==> config.mk <==
export PLATFORM = sky130hd
export DESIGN_NAME = ct_vfdsu_issue_wb_ctrl
export DESIGN_NICKNAME = d
export VERILOG_FILES = /design/src/rtl/ct_vfdsu_issue_wb_ctrl_pkg.sv /design/src/rtl/ct_vfdsu_issue_wb_ctrl_wb_rsv_sreg.sv /design/src/rtl/ct_vfdsu_issue_wb_ctrl.sv
export SDC_FILE = /design/constraint.sdc
export NUM_CORES = 1
export LEC_CHECK = 0
export BUFFER_PORTS_ARGS = -buffer_cell sky130_fd_sc_hd__buf_4
export CAP_MARGIN = 10
export CORE_MARGIN = 2
export CORE_UTILIZATION = 45
export DETAILED_ROUTE_END_ITERATION = 16
export GPL_TIMING_DRIVEN = 0
export PLACE_DENSITY = 0.77
export SLEW_MARGIN = 20
export SYNTH_ARGS = -nofsm -noshare
export SYNTH_HDL_FRONTEND = slang
export SYNTH_HIERARCHICAL = 1
export SYNTH_SLANG_ARGS = --single-unit
==> constraint.sdc <==
create_clock -name forever_cpuclk -period 4 [get_ports forever_cpuclk]
set_input_delay 0 -clock forever_cpuclk [delete_from_list [all_inputs] [get_ports forever_cpuclk]]
set_output_delay 0 -clock forever_cpuclk [all_outputs]
set_load 0.05 [all_outputs]
==> src/rtl/ct_vfdsu_issue_wb_ctrl_pkg.sv <==
// Shared definitions for the VFDSU issue/writeback controller: tag widths,
// writeback slot delay and FSM state encodings.
package ct_vfdsu_issue_wb_ctrl_pkg;

  localparam int WB_SLOT_DLY = 2;
  localparam int IID_W       = 7;
  localparam int PREG_W      = 7;
  localparam int FFLAGS_W    = 5;
  localparam int DATA_W      = 64;

  typedef enum logic [2:0] {
    ST_IDLE  = 3'd0,
    ST_ISSUE = 3'd1,
    ST_EX1   = 3'd2,
    ST_WAIT  = 3'd3,
    ST_CMPLT = 3'd4
  } div_state_e;

endpackage

==> src/rtl/ct_vfdsu_issue_wb_ctrl_wb_rsv_sreg.sv <==
// Writeback slot reservation shift register: a divider wb_req enters bit 0 and
// walks up one bit per cycle until the result slot is reached.
module ct_vfdsu_wb_rsv_sreg
  import ct_vfdsu_issue_wb_ctrl_pkg::*;
#(
  parameter int N = WB_SLOT_DLY
) (
  input  logic forever_cpuclk,
  input  logic cpurst_b,
  input  logic wb_req,
  input  logic flush,
  output logic rsv_vld
);

  logic [N-1:0] sreg;
  logic         sreg_en;

  assign sreg_en = wb_req | (|sreg) | flush;

  always_ff @(posedge forever_cpuclk or negedge cpurst_b) begin
    if (!cpurst_b) begin
      sreg <= '0;
    end else if (sreg_en) begin
      if (flush) begin
        sreg <= '0;
      end else begin
        sreg <= {sreg[N-2:0], wb_req};
      end
    end
  end

  // Pipe-X sees the reservation one cycle ahead of the slot it protects.
  assign rsv_vld = sreg[N-2];

  a_wb_req_overlap: assert property (
    @(posedge forever_cpuclk) disable iff (!cpurst_b) !(wb_req && (|sreg))
  );

endmodule

==> src/rtl/ct_vfdsu_issue_wb_ctrl.sv <==
// Dispatch-side controller for the VFDSU divider: issues one FDIV/FSQRT at a
// time, holds its tag while in flight and writes the result back to RTU/preg.
module ct_vfdsu_issue_wb_ctrl
  import ct_vfdsu_issue_wb_ctrl_pkg::*;
(
  input  logic                forever_cpuclk,
  input  logic                cpurst_b,
  input  logic                rtu_yy_xx_flush,
  input  logic                idu_div_issue_vld,
  input  logic [IID_W-1:0]    idu_div_issue_iid,
  input  logic [PREG_W-1:0]   idu_div_issue_preg,
  input  logic                idu_div_issue_gateclk,
  input  logic                vfdsu_dp_fdiv_busy,
  input  logic                vfdsu_dp_inst_wb_req,
  input  logic                pipex_dp_vfdsu_inst_vld,
  input  logic [DATA_W-1:0]   vfdsu_dp_result,
  input  logic [FFLAGS_W-1:0] vfdsu_dp_fflags,
  output logic                div_idu_issue_rdy,
  output logic                dp_vfdsu_idu_fdiv_issue,
  output logic                dp_vfdsu_fdiv_gateclk_issue,
  output logic                dp_vfdsu_ex1_pipex_sel,
  output logic                div_pipex_wb_rsv,
  output logic                div_rtu_cmplt_vld,
  output logic [IID_W-1:0]    div_rtu_cmplt_iid,
  output logic [FFLAGS_W-1:0] div_rtu_fflags,
  output logic                div_rf_wen,
  output logic [PREG_W-1:0]   div_rf_preg,
  output logic [DATA_W-1:0]   div_rf_data
);

  div_state_e          state, state_nxt;
  logic                fsm_en;
  logic                issue_acc;
  logic                tag_vld;
  logic [IID_W-1:0]    tag_iid;
  logic [PREG_W-1:0]   tag_preg;
  logic [DATA_W-1:0]   res_data;
  logic [FFLAGS_W-1:0] res_fflags;
  logic                cmplt;

  assign div_idu_issue_rdy           = (state == ST_IDLE) & ~vfdsu_dp_fdiv_busy;
  assign dp_vfdsu_idu_fdiv_issue     = idu_div_issue_vld & div_idu_issue_rdy;
  assign dp_vfdsu_fdiv_gateclk_issue = idu_div_issue_gateclk & div_idu_issue_rdy;
  assign issue_acc                   = dp_vfdsu_idu_fdiv_issue & ~rtu_yy_xx_flush;
  assign fsm_en = dp_vfdsu_fdiv_gateclk_issue | (state != ST_IDLE) | rtu_yy_xx_flush;

  always_ff @(posedge forever_cpuclk or negedge cpurst_b) begin
    if (!cpurst_b) begin
      state <= ST_IDLE;
    end else if (fsm_en) begin
      state <= state_nxt;
    end
  end

  // Flush overrides every transition; a flushed issue never leaves IDLE.
  always_comb begin
    state_nxt = state;
    unique case (state)
      ST_IDLE:  if (issue_acc) state_nxt = ST_ISSUE;
      ST_ISSUE: state_nxt = ST_EX1;
      ST_EX1:   state_nxt = ST_WAIT;
      ST_WAIT:  if (pipex_dp_vfdsu_inst_vld) state_nxt = ST_CMPLT;
      ST_CMPLT: state_nxt = ST_IDLE;
      default:  state_nxt = ST_IDLE;
    endcase
    if (rtu_yy_xx_flush) begin
      state_nxt = ST_IDLE;
    end
  end

  always_ff @(posedge forever_cpuclk or negedge cpurst_b) begin
    if (!cpurst_b) begin
      tag_vld  <= 1'b0;
      tag_iid  <= '0;
      tag_preg <= '0;
    end else if (rtu_yy_xx_flush) begin
      tag_vld  <= 1'b0;
    end else if (issue_acc) begin
      tag_vld  <= 1'b1;
      tag_iid  <= idu_div_issue_iid;
      tag_preg <= idu_div_issue_preg;
    end else if (state == ST_CMPLT) begin
      tag_vld  <= 1'b0;
    end
  end

  // Result capture is enabled by inst_vld alone; stale captures are harmless
  // because the outputs are only exposed in CMPLT.
  always_ff @(posedge forever_cpuclk or negedge cpurst_b) begin
    if (!cpurst_b) begin
      res_data   <= '0;
      res_fflags <= '0;
    end else if (pipex_dp_vfdsu_inst_vld) begin
      res_data   <= vfdsu_dp_result;
      res_fflags <= vfdsu_dp_fflags;
    end
  end

  ct_vfdsu_wb_rsv_sreg #(.N(WB_SLOT_DLY)) u_wb_rsv_sreg (
    .forever_cpuclk (forever_cpuclk),
    .cpurst_b       (cpurst_b),
    .wb_req         (vfdsu_dp_inst_wb_req),
    .flush          (rtu_yy_xx_flush),
    .rsv_vld        (div_pipex_wb_rsv)
  );

  assign cmplt                  = (state == ST_CMPLT) & tag_vld;
  assign dp_vfdsu_ex1_pipex_sel = (state == ST_EX1);
  assign div_rtu_cmplt_vld      = cmplt;
  assign div_rf_wen             = cmplt;
  assign div_rtu_cmplt_iid      = cmplt ? tag_iid    : '0;
  assign div_rf_preg            = cmplt ? tag_preg   : '0;
  assign div_rf_data            = cmplt ? res_data   : '0;
  assign div_rtu_fflags         = cmplt ? res_fflags : '0;

endmodule
==> results.tsv, run 1 <==
stage	metric	value	unit
critical_path	crit_chain	nor2_1 -> and3_1 -> buf_2 -> clkbuf_1 -> and2_1 -> buf_4	
hold_path	hold_path_class	input pin to flip-flop	
detailed_routing	post_drt_wl_per_cell	15.4	um
sta	finalWorstSetupSlack	1.84	ns
clock_tree	cts_tree	yes	
place	place.gp.congestion	0.764	
clock_tree	clock-sinks	88	
sta	setup_viol	0	
sta	min_period_over_period	54.1	%
clock_tree	clk_latency	0.34	ns
final_layout	drive_gt1_share	49.7	%
place	numPortBuffers	179	
power	p_switching	0.467	mW
sta	maxSlewViolCount	0	
sta	fin_crit	2.16	ns
logic_synthesis	synth_area_leaders	dfrtp_1 56%, mux2_2 21%, and2_1 14%, mux2_4 3.8%, clkbuf_1 1.4%	
critical_path	max_stage_delay	0.46	ns
final_layout	num-fill-cells	551	
sta	holdWs	0.0295	ns
sta	maxSlewHeadroom	47.2	%
detailed_routing	viasPerCell	4.70	
die	die_w	97.3	um
die	num_rows	34	
critical_path	path_max_fanout	10	
sta	final_hold_viol_count	0	
critical_path	cp_slowest_cell	dfrtp_1	
global_routing	antenna_found_initial	0	
sta	skew	0.00821	ns
detailed_routing	post-route-drc-count	0	
clock_tree	numCtsBuffers	9	
logic_synthesis	yosys.area.top_type	dfrtp_1	
critical_path	cp_num_buf_inv	3	
power	p_int	1.53	mW
sta	tightestPinTransition	0.792	ns
sta	grt_setup_unrepaired	no	
clock_tree	clock-root-buffer	clkbuf_8	
detailed_routing	drtPass1Iterations	6	
place	dpl.hpwl	6680	um
clock_tree	cts_resized	0	
power	power_density	309	nW/um^2
place	place_ws	2.21	ns
final_layout	syn2layout_area_growth	64.9	%
critical_path	critPathArrivalTime	2.16	ns
die	start_util	45.6	%
detailed_routing	drt_wl_total	10500	um
logic_synthesis	synth_nets	381	
power	p_seq_share	52.4	%
detailed_routing	final_antenna_net_count	0	
final_layout	fin_nets	657	
clock_tree	cts_buffer_depth	2	
detailed_routing	first_iter_violations	102	
die	ioPinCount	181	
final_layout	num_antenna_cells	0	
logic_synthesis	yosys_warnings	6	
logic_synthesis	syn_area	3920	sq um
die	fp.dieH	97.3	um
detailed_routing	num_vias	3191	
critical_path	crit_type	flip-flop to primary output	
logic_synthesis	synth-seq-cells	88	
clock_tree	clkTransAtPathRegs	0.08	ns
critical_path	path_delay_family	buffers and inverters	
die	dieArea	9470	sq um
clock_tree	cts_setup_buffers	0	
logic_synthesis	synth_area_per_cell	13.5	sq um
global_routing	grt_pass1_wl	16900	um
hold_path	holdCritStartpoint	idu_div_issue_vld	
global_routing	grt_usage	22.3	%
clock_tree	h-tree-depth	3	
logic_synthesis	syn_inst	290	
logic_synthesis	yosysUniqueCellTypes	20	
sta	max_freq	0.462	GHz
die	core	8590	sq um
sta	finalSetupTns	0	ns
critical_path	cp.required	4.00	ns
power	combPwrFrac	17.2	%
critical_path	critPathLaunch	state[0]$_DFFE_PN0P_	
power	switching_share	23.4	%
power	p_clk_share	30.4	%
global_routing	grt_max_degree	89	
power	irDropWorstVdd	0.201	mV
outcome	status	complete, no violations	
logic_synthesis	synth_top_area_share	56.2	%
critical_path	worst_setup_path_end_kind	primary output	
power	leakagePower	3.15	nW
logic_synthesis	yosysSeqAreaShare	56.2	%
global_routing	first_global_vias	3467	
critical_path	worstSetupStartpointType	flip-flop	
global_routing	overflow	0	
run	max-cap-violations	0	
critical_path	worstReg2RegStart	state[1]$_DFFE_PN0P_	
[sequential cells by signal, summed over array words and instances (netlist names)]
name and count:
res_data 64, tag_iid 7, state 3, tag_preg 7, tag_vld 1, res_fflags 5
u_wb_rsv_sreg/sreg 1
[power groups by stage]
stage | combinational, mW | clock (mW) | sequential, mW
4_1_cts | 0.343 | 0.623 | 1.05
5_1_grt | 0.370 | 0.657 | 1.06
2_1_floorplan | 0.161 | 0 | 1.05
3_3_place_gp | 0.265 | 0 | 1.06
6_report | 0.343 | 0.608 | 1.05
3_5_place_dp | 0.275 | 0 | 1.06
[cells in the final DEF, fill, tap and decap left out, drive strengths merged]
master       instances
nor3b                2
and2                85
nand2                1
clkinv               3
o21ba                1
clkinvlp             1
a21boi               1
dlygate4sd3         86
nor2                 1
bufinv               1
nor3                 1
and3                 2
nor2b                2
dfrtp               88
mux2                83
nand3b               1
nor4                 2
buf                183
a32oi                1
clkbuf              26
[what timing repair did]
| action | 4_1_cts | 5_1_grt |
|---|---|---|
| hold buffers | 86 | 0 |
| endpoints found under the hold margin | 176 | 0 |
| endpoints found under the setup margin | 0 | 0 |
[cells in the mapped netlist]
cell type,count
o21ba_2,1
nor2b_1,2
clkbuf_1,15
nand3b_4,1
and2_1,85
mux2_2,73
nand2_1,1
nor4_1,1
buf_4,1
a21boi_0,1
a32oi_1,1
and3_1,2
buf_2,2
mux2_4,10
nor4_4,1
dfrtp_1,88
nor3b_1,2
nor2_1,1
nor3_1,1
buf_6,1
[worst register-to-register path, delay by kind of cell (launching register included)]
family | cells | cell delay (ns)
simple gates | 2 | 0.68
flops | 1 | 0.45
mux | 1 | 0.30
buf+inv | 1 | 0.20
[routing by layer]
metal / routed length, um / track usage, % / vias to the layer above
li1: - / - / 1518
met5: 0 / 0 / -
met1: 4060 / 24.8 / 1534
met2: 5610 / 41.7 / 118
met3: 560 / 4.75 / 21
met4: 238 / 8.23 / 0
[area by class of cell]
class	instances	area (sq um)	area share, %
tap	108	135	2.09
clock inverter	5	56.3	0.872
sequential	88	2200	34.1
buffer	19	85.1	1.32
clock buffer	11	141	2.19
timing repair buffer	265	2210	34.2
multi-input combinational	183	1630	25.2
[kinds of logic after synthesis]
group / count (synthesis) / synth area share (%)
compound gates: 3 / 0.671
buf+inv: 19 / 2.17
flops: 88 / 56.2
mux: 83 / 24.8
simple gates: 97 / 16.1
[final timing paths]
check                                           end  slack, ns  cells after the start
hold reg to reg            res_data[58]$_DFFE_PN0P_       0.50                      1
min in group asynchronous  res_data[46]$_DFFE_PN0P_       0.28                      2
setup reg to reg             tag_iid[6]$_DFFE_PN0P_       2.26                      4
hold / removal                 state[0]$_DFFE_PN0P_       0.03                      3
max in group asynchronous  res_data[10]$_DFFE_PN0P_       3.16                      2
setup / recovery                    div_rf_data[54]       1.84                      6
[per-stage QoR]
stage               instance area (sq um)  util, %  std cells  total power, mW
finish                               6460     75.2        679             2.00
global route                         6460     75.2        679             2.09
CTS                                  6450     75.1        679             2.01
detailed placement                   5400     62.8        577             1.34
global placement                     5400     62.8        577             1.32
floorplan                            3920        -        290             1.21
No activity file was read; power rests on OpenSTA's default activity.
==> run 2: changes to the inputs <==
==> constraint.sdc (replaced) <==
create_clock -name forever_cpuclk -period 2.2 [get_ports forever_cpuclk]
set_input_delay 0 -clock forever_cpuclk [delete_from_list [all_inputs] [get_ports forever_cpuclk]]
set_output_delay 0 -clock forever_cpuclk [all_outputs]
set_load 0.05 [all_outputs]
==> run 2 against run 1 <==
  * Non-clock buffer count unchanged
  * Worst hold slack got worse by 0.00065 ns
  * Via count decreased by 0.22%
  * Final cell count unchanged
  * Critical endpoint is now div_rf_data[32]
  * Largest cell class unchanged
  * Largest power group unchanged
  * Highest routed layer unchanged
==> results.tsv, run 2 (synthesis results as in run 1) <==
stage	metric	value	unit	change
outcome	status	complete, no violations		unchanged
sta	maxSlewHeadroom	47.2	%	about the same
global_routing	grt_usage	22.3	%	unchanged
sta	final_hold_viol_count	0		unchanged
final_layout	multi_input_area	1630	sq um	unchanged
sta	grt_setup_unrepaired	no		unchanged
power	leakagePower	3.17	nW	was 3.15 nW
critical_path	reg2reg_slack	0.47	ns	was 2.26 ns
die	dieArea	9470	sq um	unchanged
final_layout	drive_gt1_share	50.8	%	was 49.7%
final_layout	layout_common_cells	179 x buf_4, 88 x dfrtp_1, 86 x dlygate4sd3_1		unchanged
hold_path	hold_path_class	input pin to flip-flop		unchanged
sta	tightestPinTransition	0.792	ns	about the same
global_routing	grt_pass1_wl	16900	um	unchanged
critical_path	cp.required	2.20	ns	was 4.00 ns
global_routing	overflow	0		unchanged
final_layout	largest_reg_flops	64		unchanged
sta	fin_crit	2.01	ns	
detailed_routing	drt_wl_total	10500	um	about the same
sta	maxSlewViolCount	0		unchanged
die	start_util	45.6	%	unchanged
final_layout	final_common_cell	buf_4		unchanged
clock_tree	clock-root-buffer	clkbuf_8		unchanged
final_layout	fin_nets	657		unchanged
clock_tree	clk_latency	0.34	ns	about the same
final_layout	syn2layout_area_growth	65.1	%	was 64.9%
critical_path	crit_chain	nor2_1 -> and3_1 -> clkbuf_4 -> clkbuf_2 -> and2_1 -> buf_4		was nor2_1 -> and3_1 -> buf_2 -> clkbuf_1 -> and2_1 -> buf_4
global_routing	antenna_found_initial	0		unchanged
final_layout	regMostFlops	res_data		unchanged
final_layout	num-fill-cells	551		unchanged
die	die_w	97.3	um	unchanged
critical_path	cp_slowest_cell	dfrtp_1		unchanged
die	ioPinCount	181		unchanged
critical_path	worstSetupStartpointType	flip-flop		unchanged
die	num_rows	34		unchanged
clock_tree	h-tree-depth	3		unchanged
critical_path	path_max_fanout	10		unchanged
power	power_density	562	nW/um^2	was 309 nW/um^2
place	numPortBuffers	179		unchanged
critical_path	worst_setup_path_end_kind	primary output		unchanged
detailed_routing	post-route-drc-count	0		unchanged
detailed_routing	num_vias	3184		was 3,191
clock_tree	clkTransAtPathRegs	0.08	ns	about the same
critical_path	critPathArrivalTime	2.01	ns	was 2.16 ns
die	fp.dieH	97.3	um	unchanged
die	core	8590	sq um	unchanged
global_routing	grt_max_degree	89		unchanged
run	max-cap-violations	0		unchanged
clock_tree	cts_tree	yes		unchanged
sta	min_period_over_period	91.3	%	
detailed_routing	viasPerCell	4.69		was 4.70
clock_tree	numCtsBuffers	9		unchanged
final_layout	num_antenna_cells	0		unchanged
place	place.gp.congestion	0.764		unchanged
place	dpl.hpwl	6680	um	unchanged
critical_path	crit_type	flip-flop to primary output		unchanged
sta	finalSetupTns	0	ns	unchanged
detailed_routing	post_drt_wl_per_cell	15.4	um	about the same
final_layout	register_area	2200	sq um	unchanged
critical_path	cp_num_buf_inv	3		unchanged
power	p_total	3.63	mW	was 2.00 mW
detailed_routing	drtPass1Iterations	6		unchanged
critical_path	path_delay_family	buffers and inverters		unchanged
sta	max_freq	0.498	GHz	
detailed_routing	first_iter_violations	98		was 102
sta	skew	0.00847	ns	was 0.00821 ns
global_routing	first_global_vias	3467		unchanged
clock_tree	cts_buffer_depth	2		unchanged
power	irDropWorstVdd	0.365	mV	was 0.201 mV
final_layout	reg_top3	res_data x64, tag_iid x7, tag_preg x7		unchanged
clock_tree	clock-sinks	88		unchanged
detailed_routing	final_antenna_net_count	0		unchanged
sta	setup_viol	0		unchanged
critical_path	max_stage_delay	0.46	ns	about the same
[run 2: cell types whose count changed in the layout (fill, tap and decap cells not counted)]
cell / before / now
buf_2: 2 / 1
clkbuf_1: 16 / 10
clkbuf_2: 0 / 6
clkbuf_4: 0 / 1
[run 2: repair_timing]
action,4_1_cts,5_1_grt
hold endpoints to repair,176,0
setup buffers,0,0
hold buffers,86,0
setup endpoints to repair,0,60
gates resized for setup,0,13
[run 2: where the power goes]
group | internal (mW) | leakage (nW) | total [mW] | switching, mW
sequential | 1.81 | 1.04 | 1.90 | 0.0912
combinational | 0.415 | 2.03 | 0.623 | 0.208
clock | 0.555 | 0.0993 | 1.11 | 0.551
[run 2: per-stage QoR]
stage	util, %	hold WS [ns]	setup slack [ns]	area [sq um]	instances
after floorplan	-	-0.296	0.150	3920	290
after global placement	62.8	0.207	0.406	5400	577
after detailed placement	62.8	0.215	0.406	5400	577
after CTS	75.1	0.0164	0.00654	6450	679
after global routing	75.3	0.0513	0.0133	6470	679
final	75.3	0.0288	0.192	6470	679
[run 2: tightest hold or removal path, delay by kind of cell]
kind	cells	cell delay (ns)
buffers and inverters	1	0.11
and+or+nand+nor	1	0.11
AOI/OAI and AO/OA	1	0.09
[run 2: area by class of cell]
class                           instances  share of cell area (%)
Tap cell                              108                    2.09
Buffer                                 19                    1.47
Timing Repair Buffer                  265                    34.1
Clock buffer                           11                    2.19
Sequential cell                        88                    34.0
Multi-Input combinational cell        183                    25.2
Clock inverter                          5                   0.870
[run 2: path summary, 6_finish.rpt]
path | to | cells after the start | startpoint
hold / removal | state[0]$_DFFE_PN0P_ | 3 | idu_div_issue_vld
hold reg to reg | res_data[58]$_DFFE_PN0P_ | 1 | res_data[58]$_DFFE_PN0P_
setup reg to reg | tag_iid[6]$_DFFE_PN0P_ | 4 | state[1]$_DFFE_PN0P_
min in group asynchronous | res_data[46]$_DFFE_PN0P_ | 2 | cpurst_b
setup / recovery | div_rf_data[32] | 6 | state[0]$_DFFE_PN0P_
max in group asynchronous | res_data[16]$_DFFE_PN0P_ | 2 | cpurst_b
[run 2: per-layer routing]
layer,track usage [%],vias to the layer above,part of all wire [%]
li1,-,1514,-
met1,24.8,1533,39
met2,41.7,116,54
met3,4.75,21,5.4
met4,8.23,0,2.3
met5,0,-,0
